$ cat src/rtl/sort4_sched.sv
// sort4_sched: sequential bubble sorter for N packed 4-bit keys.
//
// One shared 4-bit magnitude comparator is time-multiplexed over the
// working array. The sort follows a fixed schedule of N*(N-1)/2 compare
// cycles (no early exit), then the result is presented with a one-cycle
// done pulse.
//
// Ports:
//   clk_i       clock, rising edge
//   reset_i     synchronous, active-high reset
//   start_i     sort request, sampled only while idle
//   data_in_i   N unsorted keys, key k = data_in_i[4k+3:4k]
//   busy_o      high while sorting and during the done cycle
//   done_o      one-cycle pulse, data_out_o/swap_cnt_o valid
//   data_out_o  sorted keys, same packing (key 0 smallest when DESCEND=0)
//   swap_cnt_o  swaps made by the last sort (inversion count)

module sort4_cmp4 (
    input  logic [3:0] a_i,
    input  logic [3:0] b_i,
    output logic       eq_o,
    output logic       lt_o,
    output logic       gt_o
);
    assign eq_o = (a_i == b_i);
    assign lt_o = (a_i <  b_i);
    assign gt_o = (a_i >  b_i);
endmodule

module sort4_sched #(
    parameter int N       = 4,
    parameter bit DESCEND = 1'b0,
    localparam int SW     = $clog2(N*(N-1)/2 + 1)
) (
    input  logic            clk_i,
    input  logic            reset_i,
    input  logic            start_i,
    input  logic [4*N-1:0]  data_in_i,
    output logic            busy_o,
    output logic            done_o,
    output logic [4*N-1:0]  data_out_o,
    output logic [SW-1:0]   swap_cnt_o
);
    localparam int IW = $clog2(N);

    typedef enum logic [1:0] {
        ST_IDLE = 2'd0,
        ST_SORT = 2'd1,
        ST_DONE = 2'd2
    } state_t;

    state_t          state_q, state_d;
    logic [3:0]      work_q [N];
    logic [3:0]      work_d [N];
    logic [IW-1:0]   p_q, p_d, i_q, i_d;
    logic [SW-1:0]   swaps_q, swaps_d;
    logic [4*N-1:0]  data_out_q, data_out_d;
    logic [SW-1:0]   swap_cnt_q, swap_cnt_d;

    logic [IW-1:0]   i_nxt;
    logic [IW-1:0]   last_i;
    logic            cmp_eq, cmp_lt, cmp_gt;
    logic            do_swap;

    assign i_nxt  = i_q + IW'(1);
    // Pass p only needs to reach the pair ending at N-1-p; later pairs
    // already hold their final values.
    assign last_i = IW'(N-2) - p_q;

    sort4_cmp4 u_cmp (
        .a_i  (work_q[i_q]),
        .b_i  (work_q[i_nxt]),
        .eq_o (cmp_eq),
        .lt_o (cmp_lt),
        .gt_o (cmp_gt)
    );

    // Equal keys never swap, which keeps the sort stable.
    assign do_swap = !cmp_eq && (DESCEND ? cmp_lt : cmp_gt);

    always_comb begin
        state_d    = state_q;
        work_d     = work_q;
        p_d        = p_q;
        i_d        = i_q;
        swaps_d    = swaps_q;
        data_out_d = data_out_q;
        swap_cnt_d = swap_cnt_q;

        case (state_q)
            ST_IDLE: begin
                if (start_i) begin
                    for (int k = 0; k < N; k++) begin
                        work_d[k] = data_in_i[4*k +: 4];
                    end
                    swaps_d = '0;
                    p_d     = '0;
                    i_d     = '0;
                    state_d = ST_SORT;
                end
            end
            ST_SORT: begin
                if (do_swap) begin
                    work_d[i_q]   = work_q[i_nxt];
                    work_d[i_nxt] = work_q[i_q];
                    swaps_d       = swaps_q + SW'(1);
                end
                if (i_q == last_i) begin
                    i_d = '0;
                    p_d = p_q + IW'(1);
                end else begin
                    i_d = i_nxt;
                end
                if (p_q == IW'(N-2)) begin
                    // Final compare: capture the post-swap array so the
                    // result is valid during the done cycle.
                    for (int k = 0; k < N; k++) begin
                        data_out_d[4*k +: 4] = work_d[k];
                    end
                    swap_cnt_d = swaps_d;
                    p_d        = '0;
                    state_d    = ST_DONE;
                end
            end
            ST_DONE: begin
                state_d = ST_IDLE;
            end
            default: begin
                state_d = ST_IDLE;
            end
        endcase
    end

    always_ff @(posedge clk_i) begin
        if (reset_i) begin
            state_q    <= ST_IDLE;
            for (int k = 0; k < N; k++) begin
                work_q[k] <= '0;
            end
            p_q        <= '0;
            i_q        <= '0;
            swaps_q    <= '0;
            data_out_q <= '0;
            swap_cnt_q <= '0;
        end else begin
            state_q    <= state_d;
            work_q     <= work_d;
            p_q        <= p_d;
            i_q        <= i_d;
            swaps_q    <= swaps_d;
            data_out_q <= data_out_d;
            swap_cnt_q <= swap_cnt_d;
        end
    end

    assign busy_o     = (state_q != ST_IDLE);
    assign done_o     = (state_q == ST_DONE);
    assign data_out_o = data_out_q;
    assign swap_cnt_o = swap_cnt_q;

endmodule

$ cat config.mk
export PLATFORM = sky130hd
export DESIGN_NAME = sort4_sched
export DESIGN_NICKNAME = d
export VERILOG_FILES = /design/src/rtl/sort4_sched.sv
export SDC_FILE = /design/constraint.sdc
export NUM_CORES = 1
export LEC_CHECK = 0
export ABC_AREA = 0
export BUFFER_PORTS_ARGS = -buffer_cell sky130_fd_sc_hd__buf_2
export CORE_UTILIZATION = 60
export DETAILED_ROUTE_END_ITERATION = 7
export GPL_ROUTABILITY_DRIVEN = 0
export GPL_TIMING_DRIVEN = 1
export PLACE_DENSITY_LB_ADDON = 0.2
export SETUP_SLACK_MARGIN = 0.2
export SYNTH_ARGS = -nofsm -noshare
export SYNTH_HDL_FRONTEND = slang
export SYNTH_SLANG_ARGS = --single-unit
export TNS_END_PERCENT = 20
$ cat constraint.sdc
create_clock -name clk_i -period 5.3 [get_ports clk_i]
set_input_delay 0.265 -clock clk_i [delete_from_list [all_inputs] [get_ports clk_i]]
set_output_delay 0.265 -clock clk_i [all_outputs]
set_load 0.05 [all_outputs]
After elaboration in Yosys (flattened, before gate mapping) --
Index checks and enable logic that the tools add are counted.
Operators by class: bitwise operators 2, reduce and logical (&&, ||, !) cells 11, order comparisons 5, mux-type cells 27, add/sub/neg operators 4, eq/ne operators 8
Operators by type and width (number):
- 16-bit bitwise mux | 2
- 16-bit two-way mux | 2
- 16-bit case mux with 2 select lines | 1
- 4-bit two-way mux | 6
- 4-bit binary-select mux with 2-bit select | 2
- 4-bit demux with 2-bit select | 2
- 2-bit two-way mux | 6
- 2-bit case mux with 2 select lines | 3
- 3-bit >= comparator (second input constant) | 2
- 3-bit by 1-bit less-than comparator with 1-bit output (second input constant) | 2
- 3-bit two-way mux | 2
- 2-bit NOT with 3-bit output | 2
- 3-bit case mux with 2 select lines | 1
- 2-bit AND reduction | 3
- 2-bit by 1-bit adder with 2-bit output (second input constant) | 2
- 2-bit equality test (second input constant) | 2
- 4-bit equality test | 1
- 4-bit > comparator | 1
- 2-bit != test (second input constant) | 2
- 2-bit nonzero test | 2
- 3-bit by 1-bit adder with 3-bit output (second input constant) | 1
- 1-bit logical AND | 3
- 3-bit != test (second input constant) | 1
- 3-bit AND reduction | 1
- other kinds (5) | 5
Word-level totals: input port bits 19, bits in registers 44, word-level logic and storage cells 67

Longest topological paths before layout --
depth in word-level cells 10, gate-level depth with buffers 14, mapped depth without buffers 10

By module --
From an unflattened synthesis, not the netlist that was laid out.
Unflattened totals: cell total of the unflattened synthesis 375, area, all modules 3150.5 um^2
Modules (own cells, without submodules):
- sort4_sched | instances 1, cells each 359, area each 3021.6 um^2
- sort4_cmp4 | instances 1, cells each 16, area each 128.9 um^2

Worst setup path after synthesis --
Ideal clock, no wire load.
path kind flip-flop to flip-flop, start point register i_q[0], end point register data_out_q[5], in the netlist data_out_o[5], stages on the path, launching flop included 15, path buffers 4, data arrival time 3045 ps, setup time 117 ps, slack 2137 ps, data required time 5183 ps, cell sequence dfxtp_1 buf_6 inv_1 ha_1 buf_2 buf_4 mux4_1 inv_1 ha_1 nor2b_1 or3_4 nand2_2 buf_4 o21bai_1 a32o_1
Between the ends: cells in the longest elaborated chain, start to end 9, elaborated cells between the ends (all ways) 26, classes of those cells 1 x add/sub; 5 x order compare; 1 x eq/ne; 13 x mux; 2 x bitwise; 4 x reduce/logical
RTL lines:
- start, declared | RTL line 55 | logic [IW-1:0] p_q, p_d, i_q, i_d;
- start signal, assigned | RTL line 149 | i_q <= i_d;
- branches (longest 8 deep; another with 4-bit > comparator)
- 16-bit two-way mux (*) | RTL line 103 | if (do_swap) begin
- end signal, assigned | RTL line 151 | data_out_q <= data_out_d;
- end, declared | RTL line 57 | logic [4*N-1:0] data_out_q, data_out_d;
Every way passes the cells marked *. The select of a mux whose other input is x is not followed. A chain may end at the register's enable or synchronous reset.

Final worst setup path --
start point register i_q[0], end point register data_out_q[15], in the netlist data_out_o[15]
The elaborated chain is that of the path after synthesis.

==> results.md <==
- The run finished, with violations left.
- The final reports fail on DRC.
- The maximum VDD drop is about 0.00024 V.
- The ratio of final minimum period to clock period is ~77%.
- In this run the mean area of a mapped cell was approximately 8.6 µm².
- The die is approximately 72 µm wide.
- The number of inserted diodes is 0.
- The most numerous cell type found on the critical path is sky130_fd_sc_hd__ha_1.
- The worst setup path is launched from a flop.
- The post-CTS setup-driven buffer insertion count is 0.
- The via count of the first global-routing pass is around 2700.
- Summing the areas of all compound-gate instances in the mapped netlist gives a little under 30% of the synthesized area.
- The total core area is 4723 µm².
- The number of buffers created by CTS is 5.
- Across all layers, the routed design uses slightly below 3000 vias.
- Synthesis handed over a netlist of 340 instances.
- Using the TritonRoute via totals, the vias-per-cell ratio works out to ~6.6.
- The clock network is responsible for between 20 and 30% of the overall power.
- Along the worst path, the maximum fanout reaches 23.
- Yosys attributes the largest share of cell area to sky130_fd_sc_hd__dfxtp_1 (30%), sky130_fd_sc_hd__ha_1 (6.8%), sky130_fd_sc_hd__nor2_1 (4.5%).
- For this design the ratio of total power to cell area is about 370 nW/µm².
- The switching part of the total is approximately two fifths.
- The maximum clock rate is between 200 and 250 MHz.
- The leakage power is between 1 and 1.5 nW.
- The critical path capture point type is a flop.
- After clock tree synthesis, the clock-pin slew on the worst setup and hold paths is roughly 0.09 ns.
- In this run, synthesis produced a sequential element count of 44.
- The total of buffers placed on input and output ports is 39.
- The height of the die is between 70 and 80 µm.
- The synthesis warning total is 0.
- In this run, distinct cell masters in the synthesized netlist total a little over 60.
- The CTS tree is done.
- The global-route wire length before repair is around 13000 µm.
- The maximum clock insertion buffer count is 2.
- The effective utilization at floorplan is 61.99%.
- For this run, the register share of the synthesized area comes to 30.09%.
- The layer flagged by global routing as most heavily used is met2.
- The clock skew is 0.01037 ns.
- The number of maximum-capacitance constraint violations is 0.
- The clock period could shrink to 4.078 ns.
- The relative contribution of combinational cells to total power is 41.9%.
- The top cell type's share of synthesized area is 30.09%.
- For this block, the routed nets add up to just over 8000 µm of wire.
- The number of max-slew violations in the final report was 0.
- The largest total area in the synthesized netlist belongs to sky130_fd_sc_hd__dfxtp_1.
- The post-synthesis share of cell area spent on xor and xnor gates is 1.197%.
- The final setup violation count is 0.
- The critical path arrival is approximately 4.3 ns.
- The net switching component of the power is roughly 0.00047 W.
- The total negative slack is 0 ns.
- The library cell contributing the largest single delay on the critical path is sky130_fd_sc_hd__nor2_1.
- The global-route track usage on met1 is roughly 45%.
- The die covers 5163 µm².
- The min-delay analysis places its worst path in the category primary input to flop.
- The synthesized net count is around 380.
- In the global route stage, overall resource usage came out at approximately a third.
- Setup repair after global routing left no endpoint under its margin.
- The initial detailed-routing violation count is slightly above 300.
- The HPWL reported at the end of detailed placement is 6098 µm.
- 40 I/O pins were placed.
- The layout-stage area growth over the synthesis result is 11.20%.
- Counting every sink on the clock net gives 44.
- The first detailed-routing pass ran for 7 iterations.
- The proportion of layout cells with a drive suffix above 1 is a little under a fifth.
- At the end of the flow, the number of nets in the layout was approximately 400.
- In the routed design, unresolved DRC markers number 2.
- At the pin with the least slew margin, the transition time is between 0.9 and 1 ns.
- Once detail routing completed, the nets flagged for antenna violations numbered 0.
- After detailed routing, the average wire length per cell comes to 18.92 µm.
- Multiplexer cells account for between 9 and 10% of the synthesized area.
- The met2 track demand over resource in global routing is between 50 and 60%.
- The number of flops mapped to enable cells by yosys is 0.
- Clock latency on the worst-skew pair, taken at its later pin, is 0.30 ns.
- After Yosys synthesis, full adders, half adders and majority gates account for ~7% of the synthesized area.
- The H-tree was split into 2 levels.
- The most used flip-flop cell after synthesis is sky130_fd_sc_hd__dfxtp_1.
- Global routing consumed, on the met3 layer, under 10% of the routing resources.
- The initialized floorplan defines 25 standard-cell rows.
- The async set or reset register ratio after synthesis is 0%.
- Summed over all layers, the global routing overflow is 0.
- The internal power summed over all cells is around 0.00072 W.
- The hold violation count in the final report came to 0.
- On the worst path, the slowest cell contributes a delay of 0.79 ns.
- The share of synthesized cell area in and, or, nand and nor gates is ~17%.
- The root cell of the clock tree is sky130_fd_sc_hd__clkbuf_8.
- The initial antenna violation count is 0.
- The sequential power share is between 30% and 40%.
- The worst path required time is between 5 and 6 ns.
- Summing internal, switching and leakage power gives 0.001197 W.
- The headroom to the max-slew limit is approximately a third.
- The critical path goes through buf_4, inv_1, ha_1, mux2_2, mux2i_1, ha_1, nand4_1, o21ai_1, nor2_1, a22oi_1, a211oi_1.
- Entering global routing, the biggest net connects 41 pins.
- The main combinational cell family by area after synthesis is compound AO/OA/AOI/OAI gates.
- The number of hold buffers added after CTS was 0.
- The number of gates resized after cts is 0.
- The cell area after synthesis is 2928 µm².
- The critical path class is flop to flop.
[metrics by stage]
step / worst slack, ns / area, µm² / cells / hold slack [ns] / util [%]
5_1_grt: 0.8940 / 3256 / 438 / 0.2603 / 68.93
3_5_place_dp: 1.328 / 3127 / 431 / 0.4489 / 66.20
3_3_place_gp: 1.477 / 3127 / 431 / 0.4344 / 66.20
2_1_floorplan: 2.137 / 2928 / 340 / 0.4508 / -
6_report: 1.222 / 3256 / 438 / 0.2610 / 68.93
4_1_cts: 1.280 / 3256 / 438 / 0.2633 / 68.93
[metal layers]
layer	vias up	wire length [µm]
met4	0	454
met3	49	642
met5	-	0
met1	1322	3421
met2	177	3768
li1	1341	-
[power by group through the flow]
stage                     sequential [W]  combinational [W]  clock (W)
after floorplan                 0.000389           0.000389          0
after global placement          0.000398           0.000479          0
after detailed placement        0.000400           0.000486          0
after CTS                       0.000391           0.000491   0.000304
after global routing            0.000396           0.000541   0.000317
final                           0.000394           0.000502   0.000301
[final timing paths]
kind / from / endpoint / slack [ns] / depth (start not counted)
max: i_q[0] / data_out_o[15] / 1.22 / 11
min: data_in_i[13] / work_q[1] / 0.26 / 3
max reg2reg: i_q[0] / data_out_o[15] / 1.22 / 11
min reg2reg: data_out_o[8] / data_out_o[8] / 0.47 / 2
[cells in the final DEF (no fill, tap or decap), types with 7 or more instances in the layout]
cell type,synthesis,final
sky130_fd_sc_hd__mux2i_1,12,12
sky130_fd_sc_hd__o21ai_0,10,10
sky130_fd_sc_hd__a211oi_1,12,12
sky130_fd_sc_hd__dfxtp_1,44,44
sky130_fd_sc_hd__buf_2,3,39
sky130_fd_sc_hd__a22oi_1,10,10
sky130_fd_sc_hd__ha_1,16,16
sky130_fd_sc_hd__o22ai_1,9,9
sky130_fd_sc_hd__mux2_2,7,7
sky130_fd_sc_hd__nor2_1,35,35
sky130_fd_sc_hd__a21oi_1,22,22
sky130_fd_sc_hd__nand2b_1,8,8
sky130_fd_sc_hd__nor2b_1,16,16
sky130_fd_sc_hd__nand2_1,20,20
sky130_fd_sc_hd__inv_1,11,11
[area by class of cell]
class	instances	area (µm²)
repair buffers	42	217.7
well taps	67	83.83
clock buffers	5	68.82
inverters	13	48.80
fillers	408	1468
flip-flops and latches	44	880.8
clock inverters	2	60.06
multi-input cells	265	1896
[sequential cells by signal, summed over array words and instances (netlist names)]
name,flops
data_out_o,16
swap_cnt_o,3
work_q,16
state_q,2
swaps_q,3
i_q,2
p_q,2
[critical path: cells and delay by family (launching register included)]
kind | cells | cell delay (ns)
adder cells (fa/ha/maj) | 2 | 0.99
AND/OR/NAND/NOR | 2 | 0.91
AO/OA/AOI/OAI | 3 | 0.67
multiplexers | 2 | 0.62
buffers and inverters | 2 | 0.48
flip-flops | 1 | 0.31
[synth_stat cells (6+ instances only)]
master	instances
sky130_fd_sc_hd__nand2b_1	8
sky130_fd_sc_hd__nand2_1	20
sky130_fd_sc_hd__ha_1	16
sky130_fd_sc_hd__dfxtp_1	44
sky130_fd_sc_hd__o22ai_1	9
sky130_fd_sc_hd__a211oi_1	12
sky130_fd_sc_hd__nor2_1	35
sky130_fd_sc_hd__inv_1	11
sky130_fd_sc_hd__clkbuf_1	11
sky130_fd_sc_hd__a21oi_1	22
sky130_fd_sc_hd__a22oi_1	10
sky130_fd_sc_hd__a22o_1	6
sky130_fd_sc_hd__mux2i_1	12
sky130_fd_sc_hd__nor2b_1	16
sky130_fd_sc_hd__o21ai_0	10
sky130_fd_sc_hd__mux2_2	7
sky130_fd_sc_hd__nand3_1	6
[cell families (layout without fill, tap and decap cells)]
group,after synthesis,after routing
AO/OA/AOI/OAI,119,119
AND/OR/NAND/NOR,103,103
flip-flops,44,44
adder cells (fa/ha/maj),16,16
multiplexers,23,23
buffers and inverters,31,62
XOR/XNOR,4,4
No activity file was read; power rests on OpenSTA's default activity.
